==> src/rtl/req_router.sv <==
// req_router: steers CPU requests to the memory or peripheral port by address,
// tracks the target of the active write burst, and returns read data strictly
// in request order through a small order FIFO.
module req_router #(
    parameter logic [3:0]  PER_BASE = 4'hF,
    parameter int unsigned DEPTH    = 4
) (
    input  logic        clk,
    input  logic        rst,
    // upstream request
    input  logic        req_valid_i,
    output logic        req_ready_o,
    input  logic [2:0]  req_len_i,
    input  logic [3:0]  req_mask_i,
    input  logic [31:0] req_addr_i,
    input  logic        req_we_i,
    // upstream write beats
    input  logic        write_valid_i,
    input  logic [31:0] write_data_i,
    // upstream read return
    output logic        read_valid_o,
    input  logic        read_ack_i,
    output logic [31:0] read_data_o,
    // memory port
    output logic        mem_req_valid_o,
    input  logic        mem_req_ready_i,
    output logic [2:0]  mem_req_len_o,
    output logic [3:0]  mem_req_mask_o,
    output logic [31:0] mem_req_addr_o,
    output logic        mem_req_we_o,
    output logic        mem_write_valid_o,
    output logic [31:0] mem_write_data_o,
    input  logic        mem_read_valid_i,
    output logic        mem_read_ack_o,
    input  logic [31:0] mem_read_data_i,
    // peripheral port
    output logic        per_req_valid_o,
    input  logic        per_req_ready_i,
    output logic [2:0]  per_req_len_o,
    output logic [3:0]  per_req_mask_o,
    output logic [31:0] per_req_addr_o,
    output logic        per_req_we_o,
    output logic        per_write_valid_o,
    output logic [31:0] per_write_data_o,
    input  logic        per_read_valid_i,
    output logic        per_read_ack_o,
    input  logic [31:0] per_read_data_i
);

    localparam int unsigned PTR_W = $clog2(DEPTH);
    localparam int unsigned CNT_W = $clog2(DEPTH + 1);
    localparam int unsigned LEN_W = 3;

    // One outstanding read: which port answers it and how many beats it owes.
    typedef struct packed {
        logic             tgt;
        logic [LEN_W-1:0] beats;
    } ord_t;

    ord_t             fifo_q [DEPTH];
    ord_t             head;
    logic [PTR_W-1:0] rd_ptr_q, rd_ptr_d, wr_ptr_q, wr_ptr_d;
    logic [CNT_W-1:0] count_q, count_d;
    logic [LEN_W-1:0] wr_cnt_q, wr_cnt_d, rd_cnt_q, rd_cnt_d;
    logic             wr_tgt_q, wr_tgt_d;

    logic [LEN_W-1:0] beats;
    logic             sel_per, port_ready, blocked, full, empty;
    logic             accept, push, pop, rd_beat;

    // Request fields fan out to both ports unchanged.
    assign mem_req_len_o    = req_len_i;
    assign mem_req_mask_o   = req_mask_i;
    assign mem_req_addr_o   = req_addr_i;
    assign mem_req_we_o     = req_we_i;
    assign per_req_len_o    = req_len_i;
    assign per_req_mask_o   = req_mask_i;
    assign per_req_addr_o   = req_addr_i;
    assign per_req_we_o     = req_we_i;
    assign mem_write_data_o = write_data_i;
    assign per_write_data_o = write_data_i;

    // Request steering and back-pressure; full uses registered occupancy only.
    always_comb begin
        beats           = (req_len_i == LEN_W'(0)) ? LEN_W'(1) : req_len_i;
        sel_per         = (req_addr_i[31:28] == PER_BASE);
        full            = (count_q == CNT_W'(DEPTH));
        blocked         = rst | (req_we_i ? (wr_cnt_q != LEN_W'(0)) : full);
        port_ready      = sel_per ? per_req_ready_i : mem_req_ready_i;
        req_ready_o     = port_ready & ~blocked;
        mem_req_valid_o = req_valid_i & ~sel_per & ~blocked;
        per_req_valid_o = req_valid_i &  sel_per & ~blocked;
        accept          = req_valid_i & req_ready_o;
        push            = accept & ~req_we_i;
    end

    // Write-beat routing: active burst uses its latched target, a beat in the
    // accept cycle follows the new request, anything else is dropped.
    always_comb begin
        wr_cnt_d          = wr_cnt_q;
        wr_tgt_d          = wr_tgt_q;
        mem_write_valid_o = 1'b0;
        per_write_valid_o = 1'b0;
        if (!rst) begin
            if (wr_cnt_q != LEN_W'(0)) begin
                if (write_valid_i) begin
                    mem_write_valid_o = ~wr_tgt_q;
                    per_write_valid_o =  wr_tgt_q;
                    wr_cnt_d          = wr_cnt_q - LEN_W'(1);
                end
            end else if (accept && req_we_i) begin
                wr_tgt_d = sel_per;
                if (write_valid_i) begin
                    mem_write_valid_o = ~sel_per;
                    per_write_valid_o =  sel_per;
                    wr_cnt_d          = beats - LEN_W'(1);
                end else begin
                    wr_cnt_d = beats;
                end
            end
        end
    end

    // Read return: only the head port is visible upstream and sees the ack.
    always_comb begin
        empty          = (count_q == CNT_W'(0));
        head           = fifo_q[rd_ptr_q];
        read_valid_o   = 1'b0;
        read_data_o    = 32'h0;
        mem_read_ack_o = 1'b0;
        per_read_ack_o = 1'b0;
        rd_beat        = 1'b0;
        pop            = 1'b0;
        rd_cnt_d       = rd_cnt_q;
        if (!rst && !empty) begin
            if (head.tgt) begin
                read_valid_o   = per_read_valid_i;
                read_data_o    = per_read_data_i;
                per_read_ack_o = read_ack_i;
            end else begin
                read_valid_o   = mem_read_valid_i;
                read_data_o    = mem_read_data_i;
                mem_read_ack_o = read_ack_i;
            end
            rd_beat = read_valid_o & read_ack_i;
            if (rd_beat) begin
                if (rd_cnt_q + LEN_W'(1) == head.beats) begin
                    pop      = 1'b1;
                    rd_cnt_d = LEN_W'(0);
                end else begin
                    rd_cnt_d = rd_cnt_q + LEN_W'(1);
                end
            end
        end
    end

    // Order FIFO pointer and occupancy next-state.
    always_comb begin
        rd_ptr_d = rd_ptr_q + PTR_W'(pop);
        wr_ptr_d = wr_ptr_q + PTR_W'(push);
        count_d  = count_q + CNT_W'(push) - CNT_W'(pop);
    end

    // Routing state registers; reset abandons any in-flight burst.
    always_ff @(posedge clk) begin
        if (rst) begin
            rd_ptr_q <= '0;
            wr_ptr_q <= '0;
            count_q  <= '0;
            wr_cnt_q <= '0;
            rd_cnt_q <= '0;
            wr_tgt_q <= 1'b0;
        end else begin
            rd_ptr_q <= rd_ptr_d;
            wr_ptr_q <= wr_ptr_d;
            count_q  <= count_d;
            wr_cnt_q <= wr_cnt_d;
            rd_cnt_q <= rd_cnt_d;
            wr_tgt_q <= wr_tgt_d;
        end
    end

    // Order FIFO storage; occupancy alone decides which entries are live.
    always_ff @(posedge clk) begin
        if (push) begin
            fifo_q[wr_ptr_q] <= '{tgt: sel_per, beats: beats};
        end
    end

endmodule
==> config.mk <==
export PLATFORM = sky130hd
export DESIGN_NAME = req_router
export DESIGN_NICKNAME = d
export VERILOG_FILES = /design/src/rtl/req_router.sv
export SDC_FILE = /design/constraint.sdc
export NUM_CORES = 1
export LEC_CHECK = 0
export CAP_MARGIN = 25
export CELL_PAD_IN_SITES_DETAIL_PLACEMENT = 0
export CELL_PAD_IN_SITES_GLOBAL_PLACEMENT = 2
export CORE_MARGIN = 3
export CORE_UTILIZATION = 15
export DETAILED_ROUTE_END_ITERATION = 8
export GPL_TIMING_DRIVEN = 0
export HOLD_SLACK_MARGIN = 0.06
export PLACE_DENSITY = 0.94
export SLEW_MARGIN = 20
export SYNTH_ARGS = -nofsm -noshare
export SYNTH_HDL_FRONTEND = slang
export SYNTH_SLANG_ARGS = --single-unit
==> constraint.sdc <==
create_clock -name clk -period 5.1 [get_ports clk]
set_input_delay 1.02 -clock clk [delete_from_list [all_inputs] [get_ports clk]]
set_output_delay 1.02 -clock clk [all_outputs]
set_load 0.03 [all_outputs]
# ---- Word-level counts from Yosys, hierarchy flattened
# Memories as Yosys holds them, arrays and structs flattened. A register that Yosys moved wholly into a read port is not among the register bits.
# Index checks and enable logic that the tools add are counted.
dict set report totals {
  ramBits 16
  memories 1
  out_inout_bits 184
  wordCells 76
  ff_bits 14
}
# name depth word_bits rd rd_ports_with_merged_regs wr line_no
set mem_list {}
lappend mem_list {fifo_q 4 4 1 1 1 60} ;# ord_t fifo_q [DEPTH];
dict set report op_classes {
  n_reduce_logical 11
  muxes 33
  bitwise_logic 14
  n_eq_ne 4
  add_sub_neg 7
}
# operator count
set op_table {}
lappend op_table {{two-way mux 32 bit} 2}
lappend op_table {{two-way mux 1 bit} 24}
lappend op_table {{two-way mux 3 bit} 6}
lappend op_table {{bitwise AND 1 bit} 8}
lappend op_table {{logical NOT 3 bit} 2}
lappend op_table {{AND reduction 2 bit} 3}
lappend op_table {{subtractor 3 x 1 -> 3 bit, second input constant} 2}
lappend op_table {{NOT 1 bit} 5}
lappend op_table {{adder 2 x 1 -> 2 bit} 2}
lappend op_table {{equality test 4 bit, second input constant} 1}
lappend op_table {{adder 3 x 1 -> 3 bit} 1}
lappend op_table {{adder 3 x 1 -> 3 bit, second input constant} 1}
lappend op_table {{equality test 3 bit} 1}
lappend op_table {{equality test 3 bit, second input constant} 1}
lappend op_table {{nonzero test 3 bit} 1}
lappend op_table {{subtractor 3 x 1 -> 3 bit} 1}
lappend op_table {{logical AND 1 bit} 2}
lappend op_table {{logical NOT 1 bit} 2}
lappend op_table {{two-way mux 2 bit} 1}
lappend op_table {{inequality test 2 bit, second input constant} 1}
lappend op_table {{nonzero test 2 bit} 1}
lappend op_table {{bitwise OR 1 bit} 1}

# ---- Depth between registers and ports, before layout
dict set report depth {
  word_depth 10
  ltp_mapped 11
}

# ---- Worst setup path before layout
# Ideal clock, no wire load.
dict set report synth_path {
  kind {input port to output port}
  from {input req_addr_i[30]}
  to {output req_ready_o}
  path_buffers 0
  setup_slack_ns 1.603
  arrival_ns 2.477
  path_stages 3
  path_cell_list {nand4_1 > mux2i_1 > nor4b_1}
}
dict set report synth_between {
  elab_chain_cells 3
}
# item line_no
set synth_rtl {}
lappend synth_rtl {{start, declared} 15} ;# input logic [31:0] req_addr_i,
lappend synth_rtl {{equality test 4 bit} 86} ;# sel_per = (req_addr_i[31:28] == PER_BASE);
lappend synth_rtl {{two-way mux 1 bit} 89} ;# port_ready = sel_per ? per_req_ready_i : mem_req_ready_i;
lappend synth_rtl {{bitwise AND 1 bit} 90} ;# req_ready_o = port_ready & ~blocked;
lappend synth_rtl {{end, declared} 12} ;# output logic req_ready_o,
# Every way passes these cells.

# ---- Worst setup path after layout
dict set report layout_path {
  from {input rst}
  to {output read_data_o[25]}
}
dict set report layout_between {
  elab_chain_cells 3
}
# item line_no
set layout_rtl {}
lappend layout_rtl {{start, declared} 9} ;# input logic rst,
lappend layout_rtl {{logical NOT 1 bit} 135} ;# if (!rst && !empty) begin
lappend layout_rtl {{logical AND 1 bit} 135}
lappend layout_rtl {{two-way mux 32 bit} 135}
lappend layout_rtl {{end, declared} 23} ;# output logic [31:0] read_data_o,
# Every way passes these cells.

==> results_dict.tcl <==
set metrics [dict create \
    status "finished, final reports clean" \
    dr.pass1.iters 6 \
    setup_viol 0 \
    gr-usage-met2_pct 18.29 \
    final_common_cell "clkdlybuf4s50_1" \
    multi_input_comb_area_mm2 0.001264 \
    fin_area_mm2 0.006369 \
    cts_resized 0 \
    min_path_type "reg -> reg" \
    maxSlewHeadroom_pct 49.57 \
    yosys-top-cells-area "buf_4 34%, edfxtp_1 15%, nand2_1 8.9%, dfxtp_1 8.7%, a21oi_1 5.5%" \
    boundaryPins 329 \
    drcViolationCount 0 \
    cts.path.max_buffers 2 \
    maxCapViolations 0 \
    area_growth_pct 98.44 \
    p_leak_nw 2.615 \
    fillers 2186 \
    die-area_mm2 0.02319 \
    hold_viol 0 \
    met3_usage_pct 2.897 \
    num_vias 3445 \
    peakVddDrop_v 0.0001727 \
    port_buffers 263 \
    report.final.slew_viol_count 0 \
    postPlaceCellArea_mm2 0.006180 \
    grt_antenna_before_repair 0 \
    ys_async_sr_fraction_pct 0 \
    tns_ns 0 \
    clk_pin_slew_ns 0.05 \
    place.gp.congestion 0.8087 \
    tightestPinTransition_ns 0.7548 \
    post_cts_buffers 0 \
    ys_seq_area_share_pct 23.70 \
    critPathMaxFanout 10 \
    syn-mean-instance-area_um2 7.828 \
    wire_per_inst_um 13.10 \
    rrSetupSlack_ns 2.17 \
    busiest_layer "met2" \
    die_x_um 152.3 \
    synth_cells 410 \
    nets 832 \
    synthFlopType "edfxtp_1" \
    cts_buffers 5 \
    overflow 0 \
    rsz0062_at_grt "no" \
    start_kind "input pin" \
    core.rowCount 52 \
    cts-htree-levels 2 \
    r2r-end "count_q[2]$_SDFF_PP0_" \
    r2r_start "rd_ptr_q[0]$_SDFF_PP0_" \
    ys_ff_latch 30 \
    gr-usage-met1_pct 12.21 \
    cp.required_ns 4.08 \
    clkSinkCount 30 \
    ys_warn_count 0 \
    synth_nets 562 \
    grt.total_usage_pct 10.09 \
    final_cell_mix "263 x clkdlybuf4s50_1, 144 x buf_4, 76 x nand2_1" \
    grt_pass1_vias 3410 \
    hold_path_startpoint "wr_cnt_q[1]$_SDFFE_PP0P_" \
    period_share_pct 87.66 \
    r2r_cells 11 \
    ctsHoldBuffers 0 \
    ant_nets 0 \
    synth_edf_count 16 \
    ctsRootBufferMaster "clkbuf_16" \
    finalClockSkew_ns 0.003189 \
    hpwl_mm 10.73 \
    yosysTopAreaCellShare_pct 33.68 \
    fin_crit_ns 4.471 \
    clkLatencyLatePin_ns 0.27 \
    crit_type "in -> out" \
    hold_end "wr_cnt_q[1]$_SDFFE_PP0P_" \
    grt_max_degree 11 \
    antennaDiodeCount 0 \
    p_per_area_mw_per_mm2 194.6 \
    cp-end-kind "output pin" \
    min_path_cells 2 \
    fmax_ghz 0.2237 \
    die_h_um 152.3 \
    ys_types 48 \
    core_mm2 0.02062 \
    arrival_ns 3.45 \
    yosysTopAreaCell "buf_4" \
    initial_utilization_pct 15.56 \
    vias_per_cell 3.623 \
    layout-drive-gt1-share_pct 24.96 \
    mappedNetlistArea_mm2 0.003209 \
    cts_tree "yes" \
    drt_iter0_markers 110 \
    drt_wl_total_mm 12.46 \
    seq_area_um2 760.7 \
    grt_pass1_wl_mm 19.32 \
]
[metrics by stage]
stage | total power, mW | std cells | utilization [%] | hold slack (ns) | setup WS (ns)
detailed placement | 0.8643 | 943 | 29.96 | 0.4608 | 0.5530
global placement | 0.8625 | 943 | 29.96 | 0.4545 | 0.5541
floorplan | 0.6343 | 410 | - | 0.4435 | 1.603
CTS | 1.247 | 951 | 30.88 | 0.4686 | 0.5366
finish | 1.239 | 951 | 30.88 | 0.4678 | 0.6292
global route | 1.297 | 951 | 30.88 | 0.4816 | 0.3671
[Yosys cell counts (2+ instances only)]
| master | instances |
|---|---|
| mux2_2 | 4 |
| o221ai_1 | 2 |
| nand2_1 | 76 |
| nor2_1 | 24 |
| a31oi_1 | 2 |
| a21oi_1 | 35 |
| or2_2 | 2 |
| nor4b_2 | 2 |
| ha_1 | 6 |
| buf_4 | 144 |
| buf_2 | 2 |
| xnor2_1 | 4 |
| nand2b_1 | 2 |
| nor4b_1 | 2 |
| clkbuf_1 | 14 |
| nand3_1 | 4 |
| nand4_1 | 3 |
| edfxtp_1 | 16 |
| xor2_1 | 2 |
| a311oi_1 | 2 |
| and3_1 | 2 |
| inv_1 | 8 |
| nor2b_1 | 5 |
| dfxtp_1 | 14 |
| mux2i_1 | 10 |
[report_power, final]
part	total, mW	switching (mW)	internal, mW
Combinational	0.582	0.291	0.290
Sequential	0.275	0.00825	0.267
Clock	0.382	0.104	0.278
[layer usage]
metal	vias up	part of all wire, %
met5	-	0
met4	0	0.41
met3	4	8.1
met2	163	51
met1	1536	40
li1	1742	-
[final cells by class]
cell class / count / share of cell area (%)
Tap cell: 270 / 5.305
Inverter: 8 / 0.4715
Clock buffer: 5 / 1.965
Sequential cell: 30 / 11.94
Clock inverter: 3 / 1.002
Multi-Input combinational cell: 211 / 19.84
Buffer: 161 / 18.13
Timing Repair Buffer: 263 / 41.34
[registers in the layout, indices dropped and copies added (netlist names)]
name / count
rd_cnt_q: 3
fifo_q: 16
wr_tgt_q: 1
rd_ptr_q: 2
wr_cnt_q: 3
wr_ptr_q: 2
count_q: 3
[worst max-delay path, cell delays in order]
cell	delay [ns]
clkdlybuf4s50_1	0.59
or2_2	0.38
clkbuf_1	0.17
clkbuf_1	0.28
a21oi_1	0.21
clkdlybuf4s50_1	0.79
[kinds of logic (layout without fill, tap and decap cells)]
logic type	count (synthesis)	count (layout)	share of synthesized area, %
buf+inv	169	440	36.92
mux	18	18	6.823
flops	30	30	23.70
xor+xnor	7	7	2.144
fa+ha+maj	7	7	2.963
compound gates	48	48	8.616
simple gates	131	131	18.83
[worst max path at each step]
stage	from	depth (start not counted)	slack, ns	end
4_1_cts	rst	6	0.54	read_data_o[25]
6_report	rst	6	0.63	read_data_o[25]
3_3_place_gp	rst	6	0.55	read_data_o[25]
3_5_place_dp	rst	6	0.55	read_data_o[25]
5_1_grt	rst	6	0.37	read_data_o[25]
2_1_floorplan	req_addr_i[30]	3	1.60	req_ready_o
Power figures use the tool's default switching activity.
